File: config.mk
export PLATFORM = sky130hd
export DESIGN_NAME = nand_op_sequencer
export DESIGN_NICKNAME = d
export VERILOG_FILES = /design/src/rtl/nand_op_sequencer.sv
export SDC_FILE = /design/constraint.sdc
export NUM_CORES = 1
export LEC_CHECK = 0
export CAP_MARGIN = 25
export CORE_ASPECT_RATIO = 1.75
export CORE_MARGIN = 2
export CORE_UTILIZATION = 33
export CTS_BUF_LIST = sky130_fd_sc_hd__clkbuf_8 sky130_fd_sc_hd__clkbuf_16
export DETAILED_ROUTE_END_ITERATION = 6
export GPL_TIMING_DRIVEN = 0
export SLEW_MARGIN = 30
export SYNTH_ARGS = -nofsm -noshare
export SYNTH_HDL_FRONTEND = slang
export SYNTH_SLANG_ARGS = --single-unit
File: constraint.sdc
create_clock -name clk -period 2.6 [get_ports clk]
set_input_delay 0.39 -clock clk [delete_from_list [all_inputs] [get_ports clk]]
set_output_delay 0.39 -clock clk [all_outputs]
set_load 0.005 [all_outputs]
File: src/rtl/nand_op_sequencer.sv
// rtl/nand_op_sequencer.sv - turns page-level READ/PROGRAM/ERASE/RESET requests into cpu_if transactions
// PROGRAM and ERASE are followed by a READ STATUS transaction whose bit0 decides pass/fail.
module nand_op_sequencer #(
  parameter int ADDR_WIDTH     = 32,
  parameter int CMND_WIDTH     = 16,
  parameter int BYTE_PER_PAGE  = 2048,
  parameter int SPARE_BYTES    = 64,
  parameter int PAGE_PER_BLOCK = 64,
  parameter int BLOCK_SIZE     = 2048,
  parameter int TIMEOUT_CYCLES = 1048576
) (
  input  logic                              clk,
  input  logic                              reset_n,
  input  logic                              op_valid,
  output logic                              op_ready,
  input  logic [1:0]                        op_code,
  input  logic [$clog2(BLOCK_SIZE)-1:0]     op_block,
  input  logic [$clog2(PAGE_PER_BLOCK)-1:0] op_page,
  input  logic [11:0]                       op_column,
  input  logic [11:0]                       op_length,
  output logic                              rsp_valid,
  input  logic                              rsp_ready,
  output logic [1:0]                        rsp_status,
  output logic [CMND_WIDTH-1:0]             cpu_if_command,
  output logic                              cpu_if_command_valid,
  output logic [ADDR_WIDTH-1:0]             cpu_if_address,
  output logic [ADDR_WIDTH/8-1:0]           cpu_if_address_bytes,
  output logic [ADDR_WIDTH-1:0]             cpu_if_data_bytes,
  output logic                              cpu_if_data_rw,
  output logic                              cpu_if_data_wp,
  output logic                              cpu_if_access_request,
  input  logic                              cpu_if_access_complete,
  input  logic                              cpu_if_access_ready,
  input  logic                              status_valid,
  input  logic [7:0]                        status_data
);
  localparam int BW = $clog2(BLOCK_SIZE);
  localparam int PW = $clog2(PAGE_PER_BLOCK);
  localparam int RW = BW + PW;
  localparam int AB = ADDR_WIDTH / 8;
  localparam int TW = $clog2(TIMEOUT_CYCLES + 1);
  localparam logic [TW-1:0] T_LAST     = TW'(TIMEOUT_CYCLES - 1);
  localparam logic [12:0]   PAGE_LIMIT = 13'(BYTE_PER_PAGE + SPARE_BYTES);

  localparam logic [1:0] OP_READ = 2'd0, OP_PROGRAM = 2'd1, OP_ERASE = 2'd2;
  localparam logic [1:0] ST_OK = 2'd0, ST_FAIL = 2'd1, ST_TIMEOUT = 2'd2, ST_BADARG = 2'd3;

  typedef enum logic [2:0] {
    S_IDLE, S_CHECK, S_ISSUE, S_WAIT, S_STAT_ISSUE, S_STAT_WAIT, S_RESP
  } state_t;

  state_t          state, state_nx;
  logic [1:0]      code_q;
  logic [BW-1:0]   block_q;
  logic [PW-1:0]   page_q;
  logic [11:0]     column_q, length_q;
  logic [1:0]      rsp_nx;
  logic [TW-1:0]   tcnt;
  logic            got_byte;
  logic [7:0]      byte_q;
  logic [RW-1:0]   row;
  logic            modifies, bad_arg, timed_out, stat_fail;

  assign row       = RW'(block_q) * RW'(PAGE_PER_BLOCK) + RW'(page_q);
  assign modifies  = (code_q == OP_PROGRAM) || (code_q == OP_ERASE);
  assign timed_out = (tcnt == T_LAST);
  assign bad_arg   = (((code_q == OP_READ) || (code_q == OP_PROGRAM)) &&
                      ((length_q == 12'd0) || (({1'b0, column_q} + {1'b0, length_q}) > PAGE_LIMIT))) ||
                     ((code_q == OP_ERASE) && (page_q != '0));
  // A byte arriving in the completing cycle still counts as the first status byte.
  assign stat_fail = got_byte ? byte_q[0] : (status_valid ? status_data[0] : 1'b1);

  always_ff @(posedge clk or negedge reset_n) begin
    if (!reset_n) state <= S_IDLE;
    else          state <= state_nx;
  end

  always_comb begin
    state_nx = state;
    rsp_nx   = rsp_status;
    case (state)
      S_IDLE:  if (op_valid) state_nx = S_CHECK;
      S_CHECK: begin
        if (bad_arg) begin
          state_nx = S_RESP;
          rsp_nx   = ST_BADARG;
        end else begin
          state_nx = S_ISSUE;
        end
      end
      S_ISSUE: if (cpu_if_access_ready) state_nx = S_WAIT;
      S_WAIT: begin
        if (cpu_if_access_complete) begin
          if (modifies) begin
            state_nx = S_STAT_ISSUE;
          end else begin
            state_nx = S_RESP;
            rsp_nx   = ST_OK;
          end
        end else if (timed_out) begin
          state_nx = S_RESP;
          rsp_nx   = ST_TIMEOUT;
        end
      end
      S_STAT_ISSUE: if (cpu_if_access_ready) state_nx = S_STAT_WAIT;
      S_STAT_WAIT: begin
        if (cpu_if_access_complete) begin
          state_nx = S_RESP;
          rsp_nx   = stat_fail ? ST_FAIL : ST_OK;
        end else if (timed_out) begin
          state_nx = S_RESP;
          rsp_nx   = ST_TIMEOUT;
        end
      end
      S_RESP:  if (rsp_ready) state_nx = S_IDLE;
      default: state_nx = S_IDLE;
    endcase
  end

  always_comb begin
    op_ready              = (state == S_IDLE);
    rsp_valid             = (state == S_RESP);
    cpu_if_access_request = (state == S_WAIT) || (state == S_STAT_WAIT);
    cpu_if_data_wp        = !(modifies && ((state == S_ISSUE) || (state == S_WAIT) ||
                                           (state == S_STAT_ISSUE) || (state == S_STAT_WAIT)));
    cpu_if_command        = '0;
    cpu_if_command_valid  = 1'b0;
    cpu_if_address        = '0;
    cpu_if_address_bytes  = '0;
    cpu_if_data_bytes     = '0;
    cpu_if_data_rw        = 1'b0;
    if ((state == S_ISSUE) || (state == S_WAIT)) begin
      case (code_q)
        2'd0: begin
          cpu_if_command       = CMND_WIDTH'(16'h3000);
          cpu_if_command_valid = 1'b1;
          cpu_if_address       = ADDR_WIDTH'({row, column_q});
          cpu_if_address_bytes = AB'(5);
          cpu_if_data_bytes    = ADDR_WIDTH'(length_q);
          cpu_if_data_rw       = 1'b1;
        end
        2'd1: begin
          cpu_if_command       = CMND_WIDTH'(16'h1080);
          cpu_if_command_valid = 1'b1;
          cpu_if_address       = ADDR_WIDTH'({row, column_q});
          cpu_if_address_bytes = AB'(5);
          cpu_if_data_bytes    = ADDR_WIDTH'(length_q);
        end
        2'd2: begin
          cpu_if_command       = CMND_WIDTH'(16'hD060);
          cpu_if_command_valid = 1'b1;
          cpu_if_address       = ADDR_WIDTH'({row, 12'd0});
          cpu_if_address_bytes = AB'(3);
        end
        default: cpu_if_command = CMND_WIDTH'(16'h00FF);
      endcase
    end else if ((state == S_STAT_ISSUE) || (state == S_STAT_WAIT)) begin
      cpu_if_command    = CMND_WIDTH'(16'h0070);
      cpu_if_data_bytes = ADDR_WIDTH'(1);
      cpu_if_data_rw    = 1'b1;
    end
  end

  always_ff @(posedge clk or negedge reset_n) begin
    if (!reset_n) begin
      code_q     <= '0;
      block_q    <= '0;
      page_q     <= '0;
      column_q   <= '0;
      length_q   <= '0;
      rsp_status <= ST_OK;
      tcnt       <= '0;
      got_byte   <= 1'b0;
      byte_q     <= '0;
    end else begin
      rsp_status <= rsp_nx;
      if ((state == S_IDLE) && op_valid) begin
        code_q   <= op_code;
        block_q  <= op_block;
        page_q   <= op_page;
        column_q <= op_column;
        length_q <= op_length;
      end
      if ((state == S_ISSUE) || (state == S_STAT_ISSUE)) tcnt <= '0;
      else if ((state == S_WAIT) || (state == S_STAT_WAIT)) tcnt <= tcnt + TW'(1);
      if (state == S_STAT_ISSUE) begin
        got_byte <= 1'b0;
      end else if ((state == S_STAT_WAIT) && status_valid && !got_byte) begin
        got_byte <= 1'b1;
        byte_q   <= status_data;
      end
    end
  end
endmodule
==> results.cfg, run 1 <==
[detailed_routing]
ant_nets = 0
finalWirelength_um = 12500
num_vias = 3884
drtIter0Drc = 96
post_drt_wl_per_cell_um = 15.4
drc_errors = 0
firstDrtPassIters = 4
avgViaCountPerCell = 4.77

[floorplanning]
die_h_um = 157
io-pin-count = 150
start_util_pct = 33.4
rows = 56
die_w_um = 91.6
core_um2 = 13200
die_area_um2 = 14400

[global_routing]
grtUsageTotal_pct = 17.3
overflow = 0
grt_pass1_vias = 3930
grt_pass1_wl_um = 19400
antenna_found_initial = 0
grt_max_degree = 42

[power_and_ir_drop]
power.total_mw = 8.08
power_frac_comb_pct = 61.3
power_switching_mw = 3.10
p_leak_nw = 3.34
switching_share_pct = 38.4
power_frac_seq_pct = 23.4
p_per_area_nw_per_um2 = 1200
vdd_drop_max_mv = 0.701
clock_power_share_pct = 15.3
p_int_mw = 4.98

[timing]
grt_setup_unrepaired = true
setup_violations = 3
slew-limit-headroom_pct = 62.3
setup_slack_ns = -0.115
skew_ns = 0.00888
slew_violations = 0
worstMarginPinSlew_ns = 0.566
period_minus_slack_ns = 2.72
fmax_ghz = 0.368
fin_hold_ws_ns = 0.494
final-hold-violation-count = 0
fin_crit_sh_pct = 104

[critical_path]
slowest_delay_ns = 0.42
arrival_ns = 2.93
crit_path_start_kind = register
crit_type = register to register
crit_path_top_delay_cell = a221o_2
path_max_fanout = 4
cp_top_family = compound AO/OA/AOI/OAI gates
critPathLaunch = length_q[0]
path_cells = ha_2, fa_2, a21o_1, a221o_2, a311oi_4, o2111a_1, a211oi_2, nor4_1, a21oi_2
cp.buffers_inverters = 0
critPathCaptureType = register
reg2reg_from = length_q[0]
required_ns = 2.81

[run_status]
status = complete, but fails checks
violations = negative setup slack

[finish]
fin_nets = 716
mostFrequentLayoutCell = clkdlybuf4s50_1
diodes = 0
layout-drive-gt1-share_pct = 27.0
design_area_um2 = 6710
nFillCells = 1243
final_util_pct = 50.6
areaGrowthSynthToFinish_pct = 51.5
layout_common_cells = 84 x clkdlybuf4s50_1, 68 x dfrtp_1, 61 x buf_4, 44 x mux2_2, 42 x and2_1

[clock_tree]
ctsHtreeMaxLevel = 3
clkSlewWorstSetupHoldPaths_ns = 0.06
cts_buffers = 9
cts_tree = yes
cts_sinks = 71
cts_buffer_depth = 2
clk_latency_ns = 0.34
cts_root_buf = clkbuf_16

[placed_design]
dpl.hpwl_um = 9590
numPortBuffers = 114
postPlaceCellArea_um2 = 5910
gp_congestion = 0.907

[synth]
async_reset_ff_share_pct = 100
ys_ff_latch = 71
syn_avg_cell_area_um2 = 9.77
synth-edff-count = 0
synth_cell_types = 48
synth_sequential_area_ratio_pct = 40.1
syn_area_um2 = 4430
yosysWarnings = 0
ys.flop_type = dfrtp_1
syn_inst = 453

[hold_path]
min_path_type = register to register
min_from = block_q[10]

[job]
maxCapViolations = 0
## flip-flops by register name, indices dropped and copies added (netlist names)
name / flops
code_q: 2
got_byte: 1
byte_q: 1
length_q: 12
rsp_status: 2
block_q: 11
state: 3
tcnt: 21
column_q: 12
page_q: 6
## cell usage after synthesis (5+ instances only)
| cell type | count | area (µm²) |
|---|---|---|
| a21oi_1 | 18 | 90.1 |
| a22o_1 | 5 | 43.8 |
| and2_1 | 43 | 269 |
| buf_2 | 5 | 25.0 |
| buf_4 | 36 | 270 |
| clkbuf_1 | 9 | 33.8 |
| dfrtp_1 | 71 | 1780 |
| ha_1 | 21 | 263 |
| inv_1 | 9 | 33.8 |
| mux2_2 | 44 | 495 |
| nand2_1 | 32 | 120 |
| nand2b_1 | 6 | 37.5 |
| nand3_1 | 14 | 70.1 |
| nor2_1 | 42 | 158 |
| nor3_1 | 9 | 45.0 |
| o21ai_0 | 14 | 70.1 |
| xnor2_1 | 7 | 61.3 |
| xor2_1 | 14 | 123 |
## layout make-up
class	instances	area (µm²)	area share (%)
inverter	9	36.3	0.541
multi-input combinational	349	2510	37.5
tap	174	218	3.25
buffer	51	383	5.71
sequential	71	1780	26.5
clock buffer	9	225	3.36
clock inverter	7	73.8	1.10
timing repair buffer	145	1480	22.0
## path summary, 6_finish.rpt
kind	slack, ns	to	depth (start not counted)
setup reg to reg	-0.12	state[2]	9
min in group asynchronous	0.52	got_byte	2
setup / recovery	-0.12	state[2]	9
hold reg to reg	0.49	block_q[10]	1
hold / removal	0.49	block_q[10]	1
max in group asynchronous	1.50	code_q[0]	3
## metal layers
metal / track usage (%) / vias up / wire length (µm)
li1: - / 1872 / -
met1: 17.2 / 1875 / 4490
met2: 34.1 / 116 / 7160
met3: 2.44 / 21 / 522
met4: 8.66 / 0 / 342
met5: 0 / - / 0
## timing repair
| action | in CTS | in global routing |
|---|---|---|
| hold endpoints to repair | 3 | 0 |
| pin swaps | 10 | 10 |
| resized for setup | 48 | 43 |
| cloned | 1 | 1 |
| setup endpoints to repair | 62 | 37 |
| hold buffers | 1 | 0 |
| setup buffers | 12 | 15 |
## power groups by stage
stage                     Clock [mW]  Sequential, mW  Combinational (mW)
after floorplan                    0            1.79                2.59
after global placement             0            1.89                4.10
after detailed placement           0            1.91                4.17
after CTS                       1.27            1.89                4.62
after global routing            1.31            1.96                5.41
final                           1.23            1.89                4.95
## through the flow
| stage | cells | setup TNS (ns) | worst slack, ns |
|---|---|---|---|
| 6_report | 815 | -0.321 | -0.115 |
| 5_1_grt | 815 | -0.830 | -0.293 |
| 4_1_cts | 799 | -0.500 | -0.181 |
| 3_5_place_dp | 769 | -20.70 | -0.664 |
| 3_3_place_gp | 768 | -120.30 | -1.42 |
| 2_1_floorplan | 480 | 0 | 0.0653 |
## kinds of logic after synthesis
family                   after synthesis  synth area share [%]
AO/OA/AOI/OAI                         60                  9.24
XOR/XNOR                              21                  4.15
adder cells (fa/ha/maj)               22                  6.39
buffers and inverters                 60                  8.28
flip-flops                            71                  40.1
multiplexers                          47                  11.9
other                                  1                0.0847
AND/OR/NAND/NOR                      171                  19.9
## worst reg2reg max path, cell delays in order, from the launching register on
cell	delay (ns)
dfrtp_1	0.38
ha_2	0.20
fa_2	0.34
a21o_1	0.21
a221o_2	0.42
a311oi_4	0.32
o2111a_1	0.26
a211oi_2	0.08
nor4_1	0.28
a21oi_2	0.10
(Power assumes the default switching activity.)
==> run 2, diff against run 1 <==
==> constraint.sdc (replaced) <==
create_clock -name clk -period 2.7 [get_ports clk]
set_input_delay 0.405 -clock clk [delete_from_list [all_inputs] [get_ports clk]]
set_output_delay 0.405 -clock clk [all_outputs]
set_load 0.005 [all_outputs]
==> results.cfg, run 2 (synthesized netlist as in run 1, its figures left out) <==
[run_status]
status = complete, but fails checks
violations = negative setup slack

[finish]
areaGrowthSynthToFinish_pct = 46.6
mostFrequentLayoutCell = clkdlybuf4s50_1
regMostFlops = tcnt
layout_common_cells = 111 x clkdlybuf4s50_1, 69 x dfrtp_1, 54 x buf_4, 44 x mux2_2, 43 x and2_1
instances_no_fill = 802
fin_nets = 703
layout-drive-gt1-share_pct = 24.7
diodes = 0
top_regs = tcnt x21, column_q x12, length_q x12
final_util_pct = 49.0
nFillCells = 1259
largest_register_ffs = 21

[clock_tree]
cts_sinks = 71
cts_tree = yes
cts_buffer_depth = 2
clkSlewWorstSetupHoldPaths_ns = 0.06
ctsHtreeMaxLevel = 3
cts_root_buf = clkbuf_16
cts_buffers = 9
clk_latency_ns = 0.33

[critical_path]
critPathCaptureType = register
reg2reg_from = length_q[0]
slowest_delay_ns = 0.42
path_max_fanout = 4
path_cells = ha_2, fa_2, a21o_1, a221o_2, a311oi_4, o2111a_1, a211oi_2, nor4_1, a21oi_2
crit_path_start_kind = register
r2r-end = state[2]
reg2reg_slack_ns = -0.01
reg2regPathDepth = 9
required_ns = 2.91
arrival_ns = 2.92
crit_type = register to register
crit_path_top_delay_cell = a221o_2

[global_routing]
overflow = 0
antenna_found_initial = 0
grt_max_degree = 42
grtUsageTotal_pct = 17.0
grt_pass1_wl_um = 19200
grt_pass1_vias = 3898

[power_and_ir_drop]
power_frac_comb_pct = 60.1
p_int_mw = 4.61
switching_share_pct = 38.7
p_per_area_nw_per_um2 = 1160
power.total_mw = 7.52
clock_power_share_pct = 15.8
p_leak_nw = 2.89
power_frac_seq_pct = 24.1
power_switching_mw = 2.91
vdd_drop_max_mv = 0.773

[timing]
fmax_ghz = 0.369
setup_slack_ns = -0.0116
period_minus_slack_ns = 2.71
skew_ns = 0.00634
slew_violations = 0
setup_violations = 1
worstMarginPinSlew_ns = 0.572
fin_crit_sh_pct = 100
fin_hold_ws_ns = 0.00641
grt_setup_unrepaired = true
slew-limit-headroom_pct = 61.9
final-hold-violation-count = 0

[floorplanning]
core_um2 = 13200
rows = 56
start_util_pct = 33.4
die_h_um = 157
die_area_um2 = 14400
die_w_um = 91.6
io-pin-count = 150

[placed_design]
gp_congestion = 0.907
dpl.hpwl_um = 9590
numPortBuffers = 114
placed_cells = 769

[job]
maxCapViolations = 0

[detailed_routing]
post_drt_wl_per_cell_um = 15.3
finalWirelength_um = 12300
firstDrtPassIters = 4
drtIter0Drc = 120
avgViaCountPerCell = 4.75
num_vias = 3810
ant_nets = 0
drc_errors = 0

[hold_path]
min_path_type = input port to async pin
run 2: cell types whose count changed in the layout (fill, tap and decap cells not counted), moves of 3 or more:
| cell | change |
|---|---|
| clkdlybuf4s50_1 | +27 |
| dlymetal6s2s_1 | -20 |
| buf_4 | -7 |
| dlygate4sd2_1 | -7 |
| buf_8 | -3 |
run 2: layer usage:
layer  wire, µm  up-vias  part of all wire (%)  track usage [%]
li1           -     1844                     -                -
met1       4380     1830                    36             17.1
met2       6940      113                    57             33.4
met3        545       23                   4.4             2.44
met4        396        0                   3.2             8.44
met5          0        -                     0                0
run 2: per-stage QoR:
step	cell area (µm²)	setup TNS, ns	setup slack (ns)
global route	6490	-0.525	-0.193
finish	6490	-0.0116	-0.0116
global placement	5890	-110.38	-1.34
detailed placement	5910	-16.75	-0.579
CTS	6380	-0.203	-0.0808
floorplan	4530	0	0.165
run 2: how the worst max path moves through the flow:
stage | startpoint | end | slack (ns) | cells after the start
2_1_floorplan | length_q[0] | state[2] | 0.17 | 9
3_3_place_gp | reset_n | column_q[7] | -1.34 | 1
3_5_place_dp | state[2] | cpu_if_address[18] | -0.58 | 8
4_1_cts | column_q[0] | rsp_status[1] | -0.08 | 9
5_1_grt | length_q[0] | rsp_status[0] | -0.19 | 9
6_report | length_q[0] | state[2] | -0.01 | 9
run 2: repair_timing:
action | CTS | global route
buffers inserted | 9 | 7
gates cloned | 0 | 1
hold buffers | 0 | 0
hold endpoints to repair | 0 | 0
endpoints found under the setup margin | 59 | 39
pin swaps | 10 | 9
resized for setup | 34 | 12
run 2: critical path: cells and delay by family (launching register included):
family,cells,cell delay [ns]
DFF,1,0.38
AOI/OAI and AO/OA,6,1.39
adders and majority gates,2,0.54
and+or+nand+nor,1,0.28
run 2: area by class of cell:
class                           instances  area [µm²]  area share (%)
Multi-Input combinational cell        349        2480            38.2
Clock buffer                            9         225            3.47
Inverter                                9        36.3           0.559
Timing Repair Buffer                  132        1310            20.2
Clock inverter                          7        73.8            1.14
Tap cell                              174         218            3.35
Sequential cell                        71        1780            27.4
Buffer                                 51         370            5.71
run 2: power by group through the flow:
stage               registers [mW]  clock network, mW  logic [mW]
floorplan                     1.72                  0        2.49
global placement              1.82                  0        3.95
detailed placement            1.84                  0        4.02
CTS                           1.82               1.22        4.38
global route                  1.88               1.26        4.95
finish                        1.81               1.19        4.52
